**src/rtl/vm_pkg.sv**
```systemverilog
`default_nettype none
// ============================================================================
// Module      : vm_pkg
// Description : Shared types and constants for the change dispenser. Holds
//               the dispenser FSM state enum, the one-hot coin selectors,
//               their unit values, the tube reset fill level and small
//               helpers for one-hot checks and coin value lookup.
// Revision    : 1.0 - initial release
// ============================================================================
package vm_pkg;

    typedef enum logic [2:0] {
        IDLE   = 3'd0,
        SELECT = 3'd1,
        EJECT  = 3'd2,
        DONE   = 3'd3,
        FAULT  = 3'd4
    } state_t;

    // One-hot coin / tube selectors
    localparam logic [3:0] COIN_1  = 4'b0001;
    localparam logic [3:0] COIN_2  = 4'b0010;
    localparam logic [3:0] COIN_5  = 4'b0100;
    localparam logic [3:0] COIN_10 = 4'b1000;

    // Unit value of each coin
    localparam logic [3:0] COIN_1_VAL  = 4'd1;
    localparam logic [3:0] COIN_2_VAL  = 4'd2;
    localparam logic [3:0] COIN_5_VAL  = 4'd5;
    localparam logic [3:0] COIN_10_VAL = 4'd10;

    // Fill level of every tube after reset
    localparam logic [3:0] TUBE_RESET = 4'd5;

    function automatic logic is_onehot4(input logic [3:0] v);
        return (v == COIN_1) || (v == COIN_2) || (v == COIN_5) || (v == COIN_10);
    endfunction

    // Non-one-hot selectors map to zero so a bad select never moves money
    function automatic logic [3:0] coin_value(input logic [3:0] sel);
        logic [3:0] val;
        val = 4'd0;
        case (sel)
            COIN_1:  val = COIN_1_VAL;
            COIN_2:  val = COIN_2_VAL;
            COIN_5:  val = COIN_5_VAL;
            COIN_10: val = COIN_10_VAL;
            default: val = 4'd0;
        endcase
        return val;
    endfunction

endpackage
`default_nettype wire

```
**src/rtl/cd_tube_bank.sv**
```systemverilog
`default_nettype none
// ============================================================================
// Module      : cd_tube_bank
// Description : Four saturating 4-bit coin tube counters. Refill adds one
//               coin to the one-hot selected tube (saturating at 15,
//               non-one-hot selects ignored); dec_en removes one coin from
//               the tube chosen by dec_sel (floored at 0). Refill and
//               decrement on the same tube in one cycle cancel out.
// Ports       : clk, reset          - clock, synchronous active-high reset
//               refill, refill_sel  - refill strobe and one-hot tube select
//               dec_en, dec_sel     - dispense strobe and one-hot tube select
//               tube_count          - {10, 5, 2, 1} counts, 4 bits each
// Revision    : 1.0 - initial release
// ============================================================================
module cd_tube_bank
    import vm_pkg::*;
(
    input  logic        clk,
    input  logic        reset,
    input  logic        refill,
    input  logic [3:0]  refill_sel,
    input  logic        dec_en,
    input  logic [3:0]  dec_sel,
    output logic [15:0] tube_count
);

    logic w_refill_ok;
    assign w_refill_ok = refill & is_onehot4(refill_sel);

    genvar i;
    generate
        for (i = 0; i < 4; i++) begin : g_tube
            logic [3:0] r_cnt;
            logic       w_inc;
            logic       w_dec;

            assign w_inc = w_refill_ok & refill_sel[i];
            assign w_dec = dec_en & dec_sel[i];

            always_ff @(posedge clk) begin
                if (reset) begin
                    r_cnt <= TUBE_RESET;
                end else if (w_inc && !w_dec) begin
                    if (r_cnt != 4'd15) begin
                        r_cnt <= r_cnt + 4'd1;
                    end
                end else if (w_dec && !w_inc) begin
                    if (r_cnt != 4'd0) begin
                        r_cnt <= r_cnt - 4'd1;
                    end
                end
            end

            assign tube_count[i*4 +: 4] = r_cnt;
        end
    endgenerate

endmodule
`default_nettype wire

```
**src/rtl/change_dispense_ctrl.sv**
```systemverilog
`default_nettype none
// ============================================================================
// Module      : change_dispense_ctrl
// Description : Greedy change dispenser. Accepts a change amount in IDLE,
//               then repeatedly picks the largest coin not exceeding the
//               amount still owed whose tube is non-empty, ejects it with a
//               req/ack handshake, and finishes with a one-cycle done pulse.
//               If change cannot be completed, a sticky short_fault is set
//               and remaining holds the unpaid amount.
// Config      : CHANGE_ACK_TIMEOUT_EN - when defined, an 8-bit counter aborts
//               an ejection to FAULT after 255 cycles without eject_ack.
// Ports       : clk, reset                 - clock, sync active-high reset
//               change_valid/amount/ready  - change request handshake
//               eject_req/sel/ack          - coin ejector handshake
//               refill, refill_sel         - tube refill strobe / select
//               busy, done, short_fault    - status
//               remaining, tube_count      - amount owed, tube fill levels
// Revision    : 1.0 - initial release
// ============================================================================
module change_dispense_ctrl
    import vm_pkg::*;
(
    input  logic        clk,
    input  logic        reset,
    input  logic        change_valid,
    input  logic [3:0]  change_amount,
    output logic        change_ready,
    output logic        eject_req,
    output logic [3:0]  eject_sel,
    input  logic        eject_ack,
    input  logic        refill,
    input  logic [3:0]  refill_sel,
    output logic        busy,
    output logic        done,
    output logic        short_fault,
    output logic [3:0]  remaining,
    output logic [15:0] tube_count
);

    state_t      r_state;
    state_t      w_next_state;
    logic [3:0]  r_remaining;
    logic [3:0]  w_next_remaining;
    logic [3:0]  r_eject_sel;
    logic [3:0]  w_next_eject_sel;
    logic        r_short_fault;
    logic        w_next_short_fault;
    logic        w_dec_en;
    logic [3:0]  w_pick;
    logic [15:0] w_counts;
    logic        w_timeout;

    cd_tube_bank u_tube_bank (
        .clk        (clk),
        .reset      (reset),
        .refill     (refill),
        .refill_sel (refill_sel),
        .dec_en     (w_dec_en),
        .dec_sel    (r_eject_sel),
        .tube_count (w_counts)
    );

`ifdef CHANGE_ACK_TIMEOUT_EN
    // Counts EJECT cycles without an ack; the 255th such cycle aborts.
    logic [7:0] r_wait_cnt;

    always_ff @(posedge clk) begin
        if (reset || (r_state != EJECT) || eject_ack) begin
            r_wait_cnt <= 8'd0;
        end else begin
            r_wait_cnt <= r_wait_cnt + 8'd1;
        end
    end

    assign w_timeout = (r_state == EJECT) && !eject_ack && (r_wait_cnt == 8'd254);
`else
    assign w_timeout = 1'b0;
`endif

    // Greedy picker, largest denomination first, using registered counts
    always_comb begin
        w_pick = 4'd0;
        if ((r_remaining >= COIN_10_VAL) && (w_counts[15:12] != 4'd0)) begin
            w_pick = COIN_10;
        end else if ((r_remaining >= COIN_5_VAL) && (w_counts[11:8] != 4'd0)) begin
            w_pick = COIN_5;
        end else if ((r_remaining >= COIN_2_VAL) && (w_counts[7:4] != 4'd0)) begin
            w_pick = COIN_2;
        end else if ((r_remaining >= COIN_1_VAL) && (w_counts[3:0] != 4'd0)) begin
            w_pick = COIN_1;
        end
    end

    always_ff @(posedge clk) begin
        if (reset) begin
            r_state       <= IDLE;
            r_remaining   <= 4'd0;
            r_eject_sel   <= 4'd0;
            r_short_fault <= 1'b0;
        end else begin
            r_state       <= w_next_state;
            r_remaining   <= w_next_remaining;
            r_eject_sel   <= w_next_eject_sel;
            r_short_fault <= w_next_short_fault;
        end
    end

    always_comb begin
        w_next_state       = r_state;
        w_next_remaining   = r_remaining;
        w_next_eject_sel   = r_eject_sel;
        w_next_short_fault = r_short_fault;
        w_dec_en           = 1'b0;

        case (r_state)
            IDLE: begin
                if (change_valid) begin
                    w_next_remaining   = change_amount;
                    w_next_short_fault = 1'b0;
                    w_next_state       = SELECT;
                end
            end
            SELECT: begin
                if (r_remaining == 4'd0) begin
                    w_next_state = DONE;
                end else if (w_pick != 4'd0) begin
                    w_next_eject_sel = w_pick;
                    w_next_state     = EJECT;
                end else begin
                    // Flag is raised on entry so it coincides with done
                    w_next_short_fault = 1'b1;
                    w_next_state       = FAULT;
                end
            end
            EJECT: begin
                if (eject_ack) begin
                    w_dec_en         = 1'b1;
                    w_next_remaining = r_remaining - coin_value(r_eject_sel);
                    w_next_state     = SELECT;
                end else if (w_timeout) begin
                    w_next_short_fault = 1'b1;
                    w_next_state       = FAULT;
                end
            end
            DONE:    w_next_state = IDLE;
            FAULT:   w_next_state = IDLE;
            default: w_next_state = IDLE;
        endcase
    end

    assign change_ready = (r_state == IDLE);
    assign busy         = (r_state != IDLE);
    assign eject_req    = (r_state == EJECT);
    assign eject_sel    = (r_state == EJECT) ? r_eject_sel : 4'd0;
    assign done         = (r_state == DONE) || (r_state == FAULT);
    assign short_fault  = r_short_fault;
    assign remaining    = r_remaining;
    assign tube_count   = w_counts;

endmodule
`default_nettype wire

```
**config.mk**
```make
export PLATFORM = sky130hd
export DESIGN_NAME = change_dispense_ctrl
export DESIGN_NICKNAME = d
export VERILOG_FILES = /design/src/rtl/vm_pkg.sv /design/src/rtl/cd_tube_bank.sv /design/src/rtl/change_dispense_ctrl.sv
export SDC_FILE = /design/constraint.sdc
export NUM_CORES = 1
export LEC_CHECK = 0
export BUFFER_PORTS_ARGS = -buffer_cell sky130_fd_sc_hd__buf_2
export CAP_MARGIN = 0
export CORE_MARGIN = 8
export CORE_UTILIZATION = 44
export DETAILED_ROUTE_END_ITERATION = 10
export MAX_ROUTING_LAYER = met4
export PLACE_DENSITY = 0.72
export SLEW_MARGIN = 15
export SYNTH_ARGS = -nofsm -noshare
export SYNTH_HDL_FRONTEND = slang
export SYNTH_HIERARCHICAL = 1
export SYNTH_SLANG_ARGS = --single-unit
export TNS_END_PERCENT = 5
```
**constraint.sdc**
```tcl
create_clock -name clk -period 4.9 [get_ports clk]
set_input_delay 0.49 -clock clk [delete_from_list [all_inputs] [get_ports clk]]
set_output_delay 0.49 -clock clk [all_outputs]
set_load 0.01 [all_outputs]
```
# Yosys cells after proc, flatten, opt, wreduce, memory -nomap -nowiden
# Cells that the tools add are included.
# word_totals
ff_bits,28
out_inout_bits,29
# classes
n_addsub,9
magnitude_cmp,4
eq_ne,24
mux,38
bitwise,10
reduce_logical,50
# ops
cell,count
$mux 4,22
$reduce_bool 2->1,10
$reduce_bool 4->1,5
$reduce_and 3->1,6
$add 4x1->4 const B,4
$ne 4x4->1 const B,4
$pmux 4 s4,1
$sub 4x1->4 const B,4
$mux 3,5
$ne 2x2->1 const B,7
$logic_and 1x1->1,12
$and 1x1->1,9
$pmux 3 s3,1
$eq 4x1->1 const B,2
$eq 4x2->1 const B,2
$eq 4x3->1 const B,2
$eq 4x4->1 const B,2
$logic_not 1->1,8
$pmux 4 s2,1
$eq 3x2->1 const B,2
$mux 1,6
$ge 4x1->1 const B,1
$ge 4x2->1 const B,1
$ge 4x3->1 const B,1
other kinds (14),17

# Depth between registers and ports, before layout
# logic_depth
depth_word,10
mapped_depth,14
mapped_depth_nobuf,12

# Hierarchy
# The synthesis kept the hierarchy.
# modules_own_cells
module,instances,cells_each,area_per_inst_um2,seq_area_each_um2
cd_tube_bank,1,127,1179.9,320.3
change_dispense_ctrl,1,110,879.6,240.2

# Worst setup path before layout
# OpenSTA, ideal clock, no wires.
# synth_path
path_type,flip-flop to flip-flop
start,register r_state[1]
end,register u_tube_bank.g_tube[2].r_cnt[3]
setup_ns,0.070
arrival_ns,2.816
t_required_ns,4.830
path_slack_ns,2.014
path_stages_with_launch,15
period_less_slack_ns,2.886
path_cell_list,dfxtp_1 or3b_1 buf_2 inv_2 buf_4 and2_1 nand2_1 ha_1 inv_1 ha_1 a21o_2 a21oi_1 xnor2_1 or3_2 a21oi_1
# synth_between
elab_chain_len,7
elab_cells_between_ends,11
classes_between,2 x eq/ne; 2 x mux; 1 x bitwise; 6 x reduce/logical
# synth_rtl
element,line,rtl
"start, declared",change_dispense_ctrl.sv:40,state_t r_state;
"start signal, assigned",change_dispense_ctrl.sv:101,r_state <= w_next_state;
$eq 3x2->1 *,--,
named net eject_req,change_dispense_ctrl.sv:28,"output logic eject_req,"
$mux 1 *,change_dispense_ctrl.sv:115,case (r_state)
named net w_dec_en,change_dispense_ctrl.sv:48,logic w_dec_en;
$and 1x1->1 *,cd_tube_bank.sv:38,assign w_dec = dec_en & dec_sel[i];
$logic_not 1->1,cd_tube_bank.sv:43,end else if (w_inc && !w_dec) begin
$logic_and 1x1->1,cd_tube_bank.sv:43,
$ne 2x2->1 (no line) / $reduce_bool 2->1 (equally long branches),--,
$reduce_and 3->1 (no line),--,
"end signal, assigned",cd_tube_bank.sv:45,r_cnt <= r_cnt + 4'd1;
"end signal, assigned",cd_tube_bank.sv:49,r_cnt <= r_cnt - 4'd1;
"end, declared",cd_tube_bank.sv:33,logic [3:0] r_cnt;
# Mark *: on every way through the listed nets, which the timed path passes. The rest lies on a longest branch.
# A chain may end at the register's enable or synchronous reset.

# Worst setup path after layout
# layout_path
start,register r_state[1]
end,register u_tube_bank.g_tube[2].r_cnt[3]
# layout_between
elab_chain_len,7
elab_cells_between_ends,11
classes_between,2 x eq/ne; 2 x mux; 1 x bitwise; 6 x reduce/logical
# layout_rtl
element,line
$eq 3x2->1 *,change_dispense_ctrl.sv:115
$mux 1 *,change_dispense_ctrl.sv:115
named net w_dec_en,change_dispense_ctrl.sv:48
$and 1x1->1 *,cd_tube_bank.sv:38
$logic_not 1->1,cd_tube_bank.sv:43
$logic_and 1x1->1,cd_tube_bank.sv:43
$ne 2x2->1 (no line) / $reduce_bool 2->1 (equally long branches),--
$reduce_and 3->1 (no line),--
# Marked as above.

==> results.txt <==
The worst stage delay on the critical path works out to 0.48 ns. Once the floorplan was initialized, standard cells occupied 44.5% of the core. In this run the mean area of a mapped cell was 8.69 sq um.

The routed wire length is 4.60 mm, and the part of the Yosys area used for sequential elements is 27.2%. Ranked by total cell area, the synthesized netlist is headed by sky130_fd_sc_hd__dfxtp_1 27%, sky130_fd_sc_hd__ha_1 8.5%, sky130_fd_sc_hd__xnor2_1 5.1%, sky130_fd_sc_hd__fa_1 4.9%, sky130_fd_sc_hd__a21oi_1 4.6%. Total power density per cell area: 229 nW/um^2. For this design the top-level I/O count stands at 42. The clock root buffer master was sky130_fd_sc_hd__clkbuf_8. In this run the worst hold path is classified as flop to flop. The tools report the initial antenna violation count as 0. The worst setup path is launched from a flop.

In this run the cell area measured after placement is 2300 sq um. The routed wire length per instance came out at 13.9 um. The die outline width works out to 84.4 um. Count of port buffers added during placement: 41.

Using the TritonRoute via totals, the vias-per-cell ratio works out to 5.54. 0 antenna diodes ended up in the layout. The clock slew at the register clock pins of the worst setup and hold paths is 0.10 ns. The transition time at the pin with the least slew margin was 0.764 ns; the iteration-0 DRC count of the detailed router was 102.

The tools report the cell area after layout as 2360 sq um. The core outline area is 4630 sq um. sky130_fd_sc_hd__dfxtp_1 takes more of the synthesized area than any other cell.

For this design, the slowest cell found on the critical path is sky130_fd_sc_hd__or3b_1. In the synthesized netlist, the cells that appear most often are 28 x sky130_fd_sc_hd__dfxtp_1, 19 x sky130_fd_sc_hd__a21oi_1, 19 x sky130_fd_sc_hd__nor2_1. Together, buffers and inverters on the worst path number 2. The critical path goes through or3b_1 -> inv_2 -> and2_1 -> nand2_1 -> ha_1 -> inv_1 -> ha_1 -> a21o_2 -> a21oi_1 -> xnor2_1 -> or3_2 -> a21oi_1. Number of buffers inserted to repair setup after CTS: 0.

Slack of the critical path: 1.83 ns. Highest net fanout along the worst path: 11. The minimum clock period was 3.07 ns; the net count reported at finish was 309. The run gives 7130 sq um as the overall die area. The area growth from synthesis to layout is 14.4%. The post-cts gate resize count came out at 0. The run gives 325 MHz as the fmax.

The count of H-tree levels built during CTS was 1; the peak ir drop on the vdd network was 0.000143 V. Max-cap violations in this run came to 0. In the routed design, unresolved DRC markers number 0.

In this run the tightest slew margin relative to its limit is 48.6%. The number of clock buffers added by TritonCTS is 3. The hold violation count in the final report is 0, and the maximum root-to-sink buffer count is 2. The run gives 1.87 ns as the setup slack at placement. Setup repair after global routing left no endpoint under its margin.

The run gives 269 as the net count after synthesis. On the final layout, the worst clock skew is 0.00414 ns. The tools report the final weighted congestion in routability-driven placement as 0.816.

The cell area that synthesis handed to floorplanning was 2060 sq um. The cell with the most instances after synthesis is sky130_fd_sc_hd__dfxtp_1. The worst setup path is captured at a flop.

Synthesis produced a netlist whose cell count is 237. For the clock insertion delay at the later pin of the skew report, the log shows 0.28 ns. The wire-length estimate of the detail-placed layout is 3.54 mm. During synthesis, Yosys emitted a total of 6 warnings. From bottom edge to top edge, the die measures 84.4 um. The worst setup path category was flop to flop.

The maximum number of pins on one net before global-route repair is 32. For the total iterations of the first detailed-routing run, the log shows 4. The synthesized design contains 0 enable-type register cells.

The run gives 0 as the number of routed nets with antenna violations. Counting flops and latches in the post-synthesis netlist gives 28. TritonCTS built the clock tree.

The fraction of final layout cells sized beyond drive strength 1 came out at 22.1%. Dividing the final minimum period by the clock period gives 62.7%. For the number of standard-cell rows in the floorplan, the log shows 25. Global routing finished with a remaining overflow of 0. The global-route usage over all layers is 13.9%, and the share of async-settable or async-resettable flops after synthesis is 0%. For the worst setup path, the data arrival time is 3.29 ns.

The logs give 50 for the number of distinct standard cells referenced by the synthesized netlist and 0.901 nW for the leakage power of the design. Counting every sink on the clock net gives 28. The first-pass GRT wire length came out at 8.21 mm. In this run the biggest area consumer among cell types represents 27.2% of the synthesized area. The run finished with clean final reports. Among cell families on the critical path, the largest total delay comes from simple AND/OR/NAND/NOR gates. The run gives 0 as the count of pins over their slew limit. The main flop type after synthesis was sky130_fd_sc_hd__dfxtp_1. The core utilization of the finished layout was 50.9%. The routed layout has 1828 vias. The logs give 1817 for the via count of the first global-routing pass and 0 for the number of buffers inserted for hold repair after clock tree synthesis. Setup violations remaining at the end of the flow were counted as 0.

Setup total negative slack on the finished layout was measured at 0 ns. Data on the critical path is required at its endpoint by 5.11 ns.
[metal layers]
layer  track usage (%)  wire length (um)  vias to the layer above
li1                  -                 -                      939
met1              16.9              2240                      839
met2              22.1              2080                       45
met3              3.41               242                        5
met4              3.88                36                        0
met5                 -                 0                        -
[report_power, final]
group | leakage, nW | internal [mW] | switching (mW)
combinational | 0.645 | 0.0588 | 0.0746
clock | 0.0288 | 0.0722 | 0.0767
sequential | 0.227 | 0.238 | 0.0196
total | 0.901 | 0.369 | 0.171
[registers in the layout, indices dropped and copies added, names as in the netlist]
register and cells:
r_state 3, u_tube_bank/g_tube.r_cnt 16, remaining 4, short_fault 1
r_eject_sel 4
[path summary, 6_finish.rpt]
check	cells past startpoint	slack (ns)	to	startpoint
max	12	1.83	u_tube_bank/g_tube[2].r_cnt[3]	r_state[1]
min	1	0.51	short_fault	short_fault
max reg2reg	12	1.83	u_tube_bank/g_tube[2].r_cnt[3]	r_state[1]
min reg2reg	1	0.51	short_fault	short_fault
[kinds of logic (layout without fill, tap and decap cells)]
family | count (synthesis) | after routing | share of synthesized area, %
and+or+nand+nor | 91 | 91 | 25.6
AOI/OAI and AO/OA | 57 | 57 | 19.7
xor gates and xnor gates | 16 | 16 | 6.80
adders and majority gates | 19 | 19 | 13.4
buffers and inverters | 19 | 58 | 3.89
muxes | 7 | 7 | 3.40
DFF | 28 | 28 | 27.2
[metrics by stage]
step                      hold WS, ns  instances  total power [mW]
after CTS                       0.517        330             0.548
after detailed placement        0.490        326             0.396
after global placement          0.486        326             0.393
after global routing            0.543        330             0.577
after floorplan                 0.516        237             0.360
final                           0.506        330             0.540
[final cells by class]
type | count | area (sq um)
Multi-Input combinational cell | 190 | 1420
Sequential cell | 28 | 561
Clock buffer | 4 | 55.1
Timing Repair Buffer | 41 | 205
Tap cell | 54 | 67.6
Fill cell | 457 | 2270
Inverter | 13 | 48.8
[cell usage in the layout (no fill, tap or decap), types with 7 or more instances in the layout]
cell	n
sky130_fd_sc_hd__mux2i_1	7
sky130_fd_sc_hd__dfxtp_1	28
sky130_fd_sc_hd__nor3_1	8
sky130_fd_sc_hd__o21ai_0	10
sky130_fd_sc_hd__buf_2	41
sky130_fd_sc_hd__nand2b_1	7
sky130_fd_sc_hd__nand2_1	13
sky130_fd_sc_hd__inv_1	12
sky130_fd_sc_hd__nor2_1	19
sky130_fd_sc_hd__ha_1	14
sky130_fd_sc_hd__xnor2_1	12
sky130_fd_sc_hd__a21oi_1	19
Note: power is estimated with default switching activity, not from simulation.
